===== src/rtl/uart_rx_if.sv =====
// Serial-side and byte-side signals of the UART receiver.
// The receiver uses the slave modport; the line/tick driver and byte consumer use master.
interface uart_rx_if #(
  parameter int DATA_BITS = 8
) ();
  logic                 BCLK;
  logic                 RX;
  logic [DATA_BITS-1:0] DATA;
  logic                 VALID;
  logic                 FRAME_ERR;
  logic                 BUSY;

  modport master (
    output BCLK, RX,
    input  DATA, VALID, FRAME_ERR, BUSY
  );

  modport slave (
    input  BCLK, RX,
    output DATA, VALID, FRAME_ERR, BUSY
  );
endinterface


===== src/rtl/uart_rx.sv =====
// UART receiver: 8N1-style framing, mid-bit sampling on an oversampling tick,
// single-cycle VALID / FRAME_ERR strobes.
module uart_rx #(
  parameter int DATA_BITS   = 8,
  parameter int BAUDCLOCK   = 16,
  parameter int SYNC_STAGES = 2
) (
  input  logic     CLK,
  input  logic     RST,
  uart_rx_if.slave bus
);

  localparam int CW = $clog2(BAUDCLOCK);
  localparam int BW = $clog2(DATA_BITS + 1);
  localparam logic [CW-1:0] HALF_LAST = CW'(BAUDCLOCK / 2 - 1);
  localparam logic [CW-1:0] BIT_LAST  = CW'(BAUDCLOCK - 1);
  localparam logic [BW-1:0] DATA_LAST = BW'(DATA_BITS - 1);

  typedef enum logic [2:0] {
    S_IDLE,
    S_START,
    S_DATA,
    S_STOP,
    S_BREAK
  } state_t;

  state_t                 state;
  logic [CW-1:0]          tick_cnt;
  logic [BW-1:0]          bit_cnt;
  logic [DATA_BITS-1:0]   shreg;
  logic [DATA_BITS-1:0]   data_q;
  logic                   valid_q;
  logic                   ferr_q;
  logic                   busy_q;
  logic [SYNC_STAGES-1:0] rx_sync;
  logic                   rxs;

  // Synchroniser presets to idle-high so reset never looks like a start edge.
  always_ff @(posedge CLK or posedge RST) begin
    if (RST) rx_sync <= '1;
    else     rx_sync <= {rx_sync[SYNC_STAGES-2:0], bus.RX};
  end

  assign rxs = rx_sync[SYNC_STAGES-1];

  always_ff @(posedge CLK or posedge RST) begin
    if (RST) begin
      state    <= S_IDLE;
      tick_cnt <= '0;
      bit_cnt  <= '0;
      shreg    <= '0;
      data_q   <= '0;
      valid_q  <= 1'b0;
      ferr_q   <= 1'b0;
      busy_q   <= 1'b0;
    end else begin
      valid_q <= 1'b0;
      ferr_q  <= 1'b0;
      if (bus.BCLK) begin
        unique case (state)
          S_IDLE: begin
            if (!rxs) begin
              state    <= S_START;
              tick_cnt <= '0;
              busy_q   <= 1'b1;
            end
          end
          S_START: begin
            // Half a bit in: a line that bounced back high was only a glitch.
            if (tick_cnt == HALF_LAST) begin
              tick_cnt <= '0;
              if (!rxs) begin
                state   <= S_DATA;
                bit_cnt <= '0;
              end else begin
                state  <= S_IDLE;
                busy_q <= 1'b0;
              end
            end else begin
              tick_cnt <= tick_cnt + 1'b1;
            end
          end
          S_DATA: begin
            if (tick_cnt == BIT_LAST) begin
              tick_cnt <= '0;
              shreg    <= {rxs, shreg[DATA_BITS-1:1]};
              bit_cnt  <= bit_cnt + 1'b1;
              if (bit_cnt == DATA_LAST) state <= S_STOP;
            end else begin
              tick_cnt <= tick_cnt + 1'b1;
            end
          end
          S_STOP: begin
            if (tick_cnt == BIT_LAST) begin
              tick_cnt <= '0;
              if (rxs) begin
                data_q  <= shreg;
                valid_q <= 1'b1;
                state   <= S_IDLE;
                busy_q  <= 1'b0;
              end else begin
                ferr_q <= 1'b1;
                state  <= S_BREAK;
              end
            end else begin
              tick_cnt <= tick_cnt + 1'b1;
            end
          end
          S_BREAK: begin
            // A held-low line must go high before another start is accepted.
            if (rxs) begin
              state    <= S_IDLE;
              tick_cnt <= '0;
              busy_q   <= 1'b0;
            end
          end
          default: begin
            state    <= S_IDLE;
            tick_cnt <= '0;
            busy_q   <= 1'b0;
          end
        endcase
      end
    end
  end

  assign bus.DATA      = data_q;
  assign bus.VALID     = valid_q;
  assign bus.FRAME_ERR = ferr_q;
  assign bus.BUSY      = busy_q;

endmodule


===== src/flat_wrapper.sv =====
// flat-port wrapper written by rule: the top's interface ports become plain ports
module uart_rx_flat 
#(
  parameter int DATA_BITS   = 8,
  parameter int BAUDCLOCK   = 16,
  parameter int SYNC_STAGES = 2
)
  (CLK, RST, bus_BCLK, bus_RX, bus_DATA, bus_VALID, bus_FRAME_ERR, bus_BUSY);
  uart_rx_if #(.DATA_BITS(DATA_BITS)) bus_i ();
  input  logic CLK;
  input  logic RST;
  input wire logic [$bits(bus_i.BCLK)-1:0] bus_BCLK;
  input wire logic [$bits(bus_i.RX)-1:0] bus_RX;
  output wire logic [$bits(bus_i.DATA)-1:0] bus_DATA;
  output wire logic [$bits(bus_i.VALID)-1:0] bus_VALID;
  output wire logic [$bits(bus_i.FRAME_ERR)-1:0] bus_FRAME_ERR;
  output wire logic [$bits(bus_i.BUSY)-1:0] bus_BUSY;
  assign bus_i.BCLK = bus_BCLK;
  assign bus_i.RX = bus_RX;
  assign bus_DATA = bus_i.DATA;
  assign bus_VALID = bus_i.VALID;
  assign bus_FRAME_ERR = bus_i.FRAME_ERR;
  assign bus_BUSY = bus_i.BUSY;
  uart_rx #(.DATA_BITS(DATA_BITS), .BAUDCLOCK(BAUDCLOCK), .SYNC_STAGES(SYNC_STAGES)) u_core (.CLK(CLK), .RST(RST), .bus(bus_i));
endmodule

===== config.mk =====
export PLATFORM = sky130hd
export DESIGN_NAME = uart_rx_flat
export DESIGN_NICKNAME = d
export VERILOG_FILES = /design/src/rtl/uart_rx_if.sv /design/src/rtl/uart_rx.sv /design/src/flat_wrapper.sv
export SDC_FILE = /design/constraint.sdc
export NUM_CORES = 1
export LEC_CHECK = 0
export ABC_AREA = 1
export CAP_MARGIN = 20
export CORE_ASPECT_RATIO = 1.25
export CORE_MARGIN = 4
export CORE_UTILIZATION = 56
export DETAILED_ROUTE_END_ITERATION = 8
export GPL_TIMING_DRIVEN = 0
export PLACE_DENSITY = 0.78
export SLEW_MARGIN = 10
export SYNTH_ARGS = -nofsm -noshare
export SYNTH_HDL_FRONTEND = slang
export SYNTH_SLANG_ARGS = --single-unit

===== constraint.sdc =====
create_clock -name CLK -period 1.7 [get_ports CLK]
set_clock_uncertainty 0.15 [all_clocks]
set_input_delay 0.51 -clock CLK [delete_from_list [all_inputs] [get_ports CLK]]
set_output_delay 0.51 -clock CLK [all_outputs]
set_load 0.02 [all_outputs]

# Yosys cells after proc, flatten, opt, wreduce, memory -nomap -nowiden
# Index checks and enable logic that the tools add are counted.
# classes
n_addsub	2
multipliers	0
n_div	0
magnitude_cmp	0
eq_ne	14
shifts	0
n_mux	30
n_bitwise	1
n_reduce_logical	9
# op_table
operator	n
2-to-1 mux 4 bit	6
2-to-1 mux 3 bit	7
one-hot mux 4 bit (4 select lines)	1
one-hot mux 3 bit (5 select lines)	1
2-to-1 mux 1 bit	12
inequality test 2 x 1 -> 1 bit (second input constant)	5
AND reduction 5 bit	2
adder 4 x 1 -> 4 bit (second input constant)	2
equality test 4 x 3 -> 1 bit (second input constant)	2
one-hot mux 4 bit (2 select lines)	1
AND reduction 7 bit	1
equality test 3 x 2 -> 1 bit (second input constant)	2
AND reduction 3 bit	2
one-hot mux 1 bit (5 select lines)	1
equality test 4 bit (second input constant)	1
inequality test 2 bit (second input constant)	2
AND reduction 4 bit	1
equality test 3 x 1 -> 1 bit (second input constant)	1
equality test 3 bit (second input constant)	1
zero test 3 bit	1
2-to-1 mux 2 bit	1
nonzero test 2 bit	1
OR reduction 2 bit	1
inverter 1 bit	1
# word_totals
register_bits	32
latchBits	0
ramBits	0
romBits	0
inputBits	4
out_inout_bits	11
elab_cells	65
memories	0

# Depth between registers and ports, before layout
# logic_depth
ltp_word	4
depth_mapped	10
mapped_depth_nobuf	10

# Least setup slack after synthesis
# OpenSTA, ideal clock, no wires.
# synth_timing
kind	reg-to-reg
start	reg u_core.tick_cnt[0]
end	reg u_core.data_q[1] (netlist: u_core.bus.DATA[1])
setup_time_ns	0.118
arrival_ns	1.257
required_time_ns	1.432
setup_slack_ns	0.175
path_stages_with_launch	8
path_buffers	1
synth_period_minus_slack_ns	1.525
cell_sequence	dfrtp_1 > ha_1 > nand3_4 > nor2_8 > nand3_4 > buf_6 > nand2_2 > o21ai_2
# synth_via
elab_chain_cells	2
# synth_lines
element	line	text
start, declared	uart_rx.sv:28	logic [CW-1:0] tick_cnt;
start signal, assigned	uart_rx.sv:80	tick_cnt <= tick_cnt + 1'b1;
start signal, assigned	uart_rx.sv:90	tick_cnt <= tick_cnt + 1'b1;
start signal, assigned	uart_rx.sv:106	tick_cnt <= tick_cnt + 1'b1;
equality test 4 bit	uart_rx.sv:94	if (tick_cnt == BIT_LAST) begin
AND reduction 4 bit (no source line)	n/a	
end signal, assigned	uart_rx.sv:97	data_q <= shreg;
end, declared	uart_rx.sv:31	logic [DATA_BITS-1:0] data_q;
# Every way passes these cells.
# A chain may end at the register's enable or synchronous reset.

# Worst setup path in the final report
# layout_timing
start	in bus_BCLK
end	reg u_core.data_q[7] (netlist: u_core.bus.DATA[7])
# layout_via
elab_chain_cells	1
# layout_lines
element	line	text
start, declared	flat_wrapper.sv:12	input wire logic [$bits(bus_i.BCLK)-1:0] bus_BCLK;
AND reduction 4 bit (no source line)	n/a	
# Every way passes these cells.

==> flow_summary.yaml <==
route:
  avgRoutedWirePerCell_um: 12.5
  firstDrtPassIters: 4
  drt_wl_total_um: 3080
  route.detailed.drc: 0
  vias_per_cell: 5.12
  drtIter0Drc: 48
  dr_total_vias: 1259
  antenna_left: 0
synthesis:
  ys_warn_count: 0
  syn_area_per_cell_um2: 8.81
  synthFlopType: "dfrtp_1"
  ys_ff_latch: 32
  synth_edf_count: 0
  ys_seq_area_frac: 0.496
  synth_area_um2: 1620
  synth_cell_type_count: 22
  async_flop_share: 1.00
  syn_inst: 184
  synth_nets: 190
timing:
  max_freq_ghz: 0.601
  max_slew_margin: 0.657
  drv_slew: 0
  finalCritPeriodShare: 0.978
  setup_viol: 0
  fin_crit_ns: 1.66
  tightestPinTransition_ns: 0.514
  hold_violations: 0
global_routing:
  overflow: 0
  grt_pass1_vias: 1235
  antenna_found_initial: 0
  track_usage: 0.188
  grt_max_degree: 23
  grt_pass1_wl_um: 5510
power_and_ir_drop:
  switching_share: 0.359
  switchingPower_uw: 688
  ir_drop_mv: 0.753
  pwr-share-clk: 0.242
  power_density_nw_per_um2: 1010
  combPwrFrac: 0.284
  seqPwrFrac: 0.474
  internal-power_mw: 1.23
  p_leak_nw: 0.980
floorplanning:
  fp.dieH_um: 68.1
  io_pins: 15
  die_w_um: 56.1
  rows: 21
  initial_utilization: 0.593
  dieArea_um2: 3820
  core_um2: 2730
clocking:
  ctsHtreeMaxLevel: 2
  clock_latency_ns: 0.33
  cts_buffers: 5
  clock_sinks: 32
  clk_path_buf_depth: 2
  cts_hold_buf: 0
  cts-root-buf: "clkbuf_4"
  cts_tree: "done"
  path_clk_slew_ns: 0.10
place:
  io_buffers: 14
  place_congestion: 0.810
  numPlacedInstances: 233
  hpwl_um: 2230
worst_hold_path:
  hp-class: "flop to flop"
  hold_start: "u_core.rx_sync[0]"
final_layout:
  fin_util: 0.695
  area_growth_pct: 17.2
  antenna_cells: 0
  fillers: 221
  layout.cells.non_filler: 246
  nets: 217
  layout-drive-gt1-share: 0.311
critical_path:
  cp_cell_sequence: "clkdlybuf4s50_1 -> inv_2 -> nor2_8 -> nand3_4 -> buf_6 -> nand2_2 -> o21ai_2"
  crit_arrival_ns: 1.74
  cpMaxStageDelayCell: "clkdlybuf4s50_1"
  criticalPathCategory: "input pin to flop"
  cp-start-kind: "input pin"
  critPathMaxStageDelay_ns: 0.55
  cp_num_buf_inv: 3
  worstPathMaxFanout: 10
  crit_family: "buffers and inverters"
  required_ns: 1.78
  cp-end-kind: "flop"
  worst_r2r_startpoint: "u_core.tick_cnt[1]"
  critical_path.startpoint: "bus_BCLK"
outcome:
  status: "completed"
job:
  cap_violations: 0
cell families after synthesis:
logic type	synth area share
xor+xnor	0.0108
flops	0.496
buf+inv	0.0718
fa+ha+maj	0.0154
simple gates	0.300
compound gates	0.106
cell usage after synthesis (2+ instances only):
library cell / number / share of area
nand2_1: 63 / 0.15
dfrtp_1: 30 / 0.46
inv_1: 20 / 0.046
o21ai_2: 15 / 0.081
nand3_1: 13 / 0.040
o21ai_0: 7 / 0.022
nor2_1: 6 / 0.014
nor2_2: 5 / 0.019
nand2_2: 4 / 0.015
buf_6: 3 / 0.021
dfstp_2: 2 / 0.032
ha_1: 2 / 0.015
inv_2: 2 / 0.0046
nand3_4: 2 / 0.022
nor2_4: 2 / 0.014
xor2_1: 2 / 0.011
power by group through the flow:
stage / clock (mW) / combinational (mW) / sequential (mW)
floorplan: 0 / 0.369 / 0.912
global placement: 0 / 0.470 / 0.913
detailed placement: 0 / 0.491 / 0.920
CTS: 0.479 / 0.490 / 0.905
global route: 0.517 / 0.628 / 0.919
finish: 0.463 / 0.545 / 0.909
layout by cell type (no fill, tap or decap), types with 3 or more instances in the layout:
master / count
clkbuf_2: 9
nor2_1: 6
o21ai_0: 7
inv_2: 3
nand2_2: 5
nand2_1: 62
clkbuf_4: 5
buf_4: 5
dfrtp_1: 28
inv_1: 19
nand3_1: 13
o21ai_2: 15
clkdlybuf4s50_1: 3
nor2_2: 5
buf_6: 3
stage by stage:
| stage | setup slack, ns | setup TNS, ns | power (mW) | area (um^2) | hold slack (ns) |
|---|---|---|---|---|---|
| after global placement | -0.368 | -16.72 | 1.38 | 1800 | 0.198 |
| after global routing | -0.0209 | -0.0495 | 2.06 | 1900 | 0.224 |
| after CTS | 0.000787 | 0 | 1.87 | 1900 | 0.216 |
| after detailed placement | -0.331 | -5.57 | 1.41 | 1830 | 0.202 |
| after floorplan | 0.175 | 0 | 1.28 | 1620 | 0.195 |
| final | 0.0366 | 0 | 1.92 | 1900 | 0.216 |
final timing paths:
path                            slack [ns]            endpoint  cells after the start
worst max register to register        0.12  u_core.bus.DATA[7]                      7
worst min register to register        0.22   u_core.rx_sync[1]                      0
min in group asynchronous             0.35  u_core.tick_cnt[1]                      2
max in group asynchronous             0.49   u_core.rx_sync[1]                      3
worst max-delay path                  0.04  u_core.bus.DATA[7]                      7
worst min-delay path                  0.22   u_core.rx_sync[1]                      0
what timing repair did:
item,in CTS,in global routing
gates resized for setup,25,15
setup endpoints to repair,22,29
setup buffers,0,5
cloned,0,0
layer usage:
metal | wire, um | up-vias | global-route usage
li1 | - | 634 | -
met2 | 1610 | 19 | 0.333
met1 | 1300 | 597 | 0.209
met4 | 64 | 0 | 0.0950
met5 | 0 | - | 0
met3 | 101 | 9 | 0.0528
flip-flops by register name, indices dropped and copies added, names as in the netlist:
register              flops
u_core.bus.BUSY           1
u_core.shreg              8
u_core.state              3
u_core.bus.FRAME_ERR      1
u_core.bus.VALID          1
u_core.rx_sync            2
u_core.bit_cnt            4
u_core.bus.DATA           8
u_core.tick_cnt           4
cell type report:
type / count / area, um^2 / share of cell area
multi-input combinational: 127 / 716 / 0.377
inverter: 22 / 82.6 / 0.0435
tap: 34 / 42.5 / 0.0224
timing repair buffer: 20 / 156 / 0.0823
buffer: 3 / 33.8 / 0.0178
sequential: 32 / 806 / 0.424
clock inverter: 1 / 7.51 / 0.00395
clock buffer: 7 / 55.1 / 0.0290
Note: power is estimated with default switching activity, not from simulation.
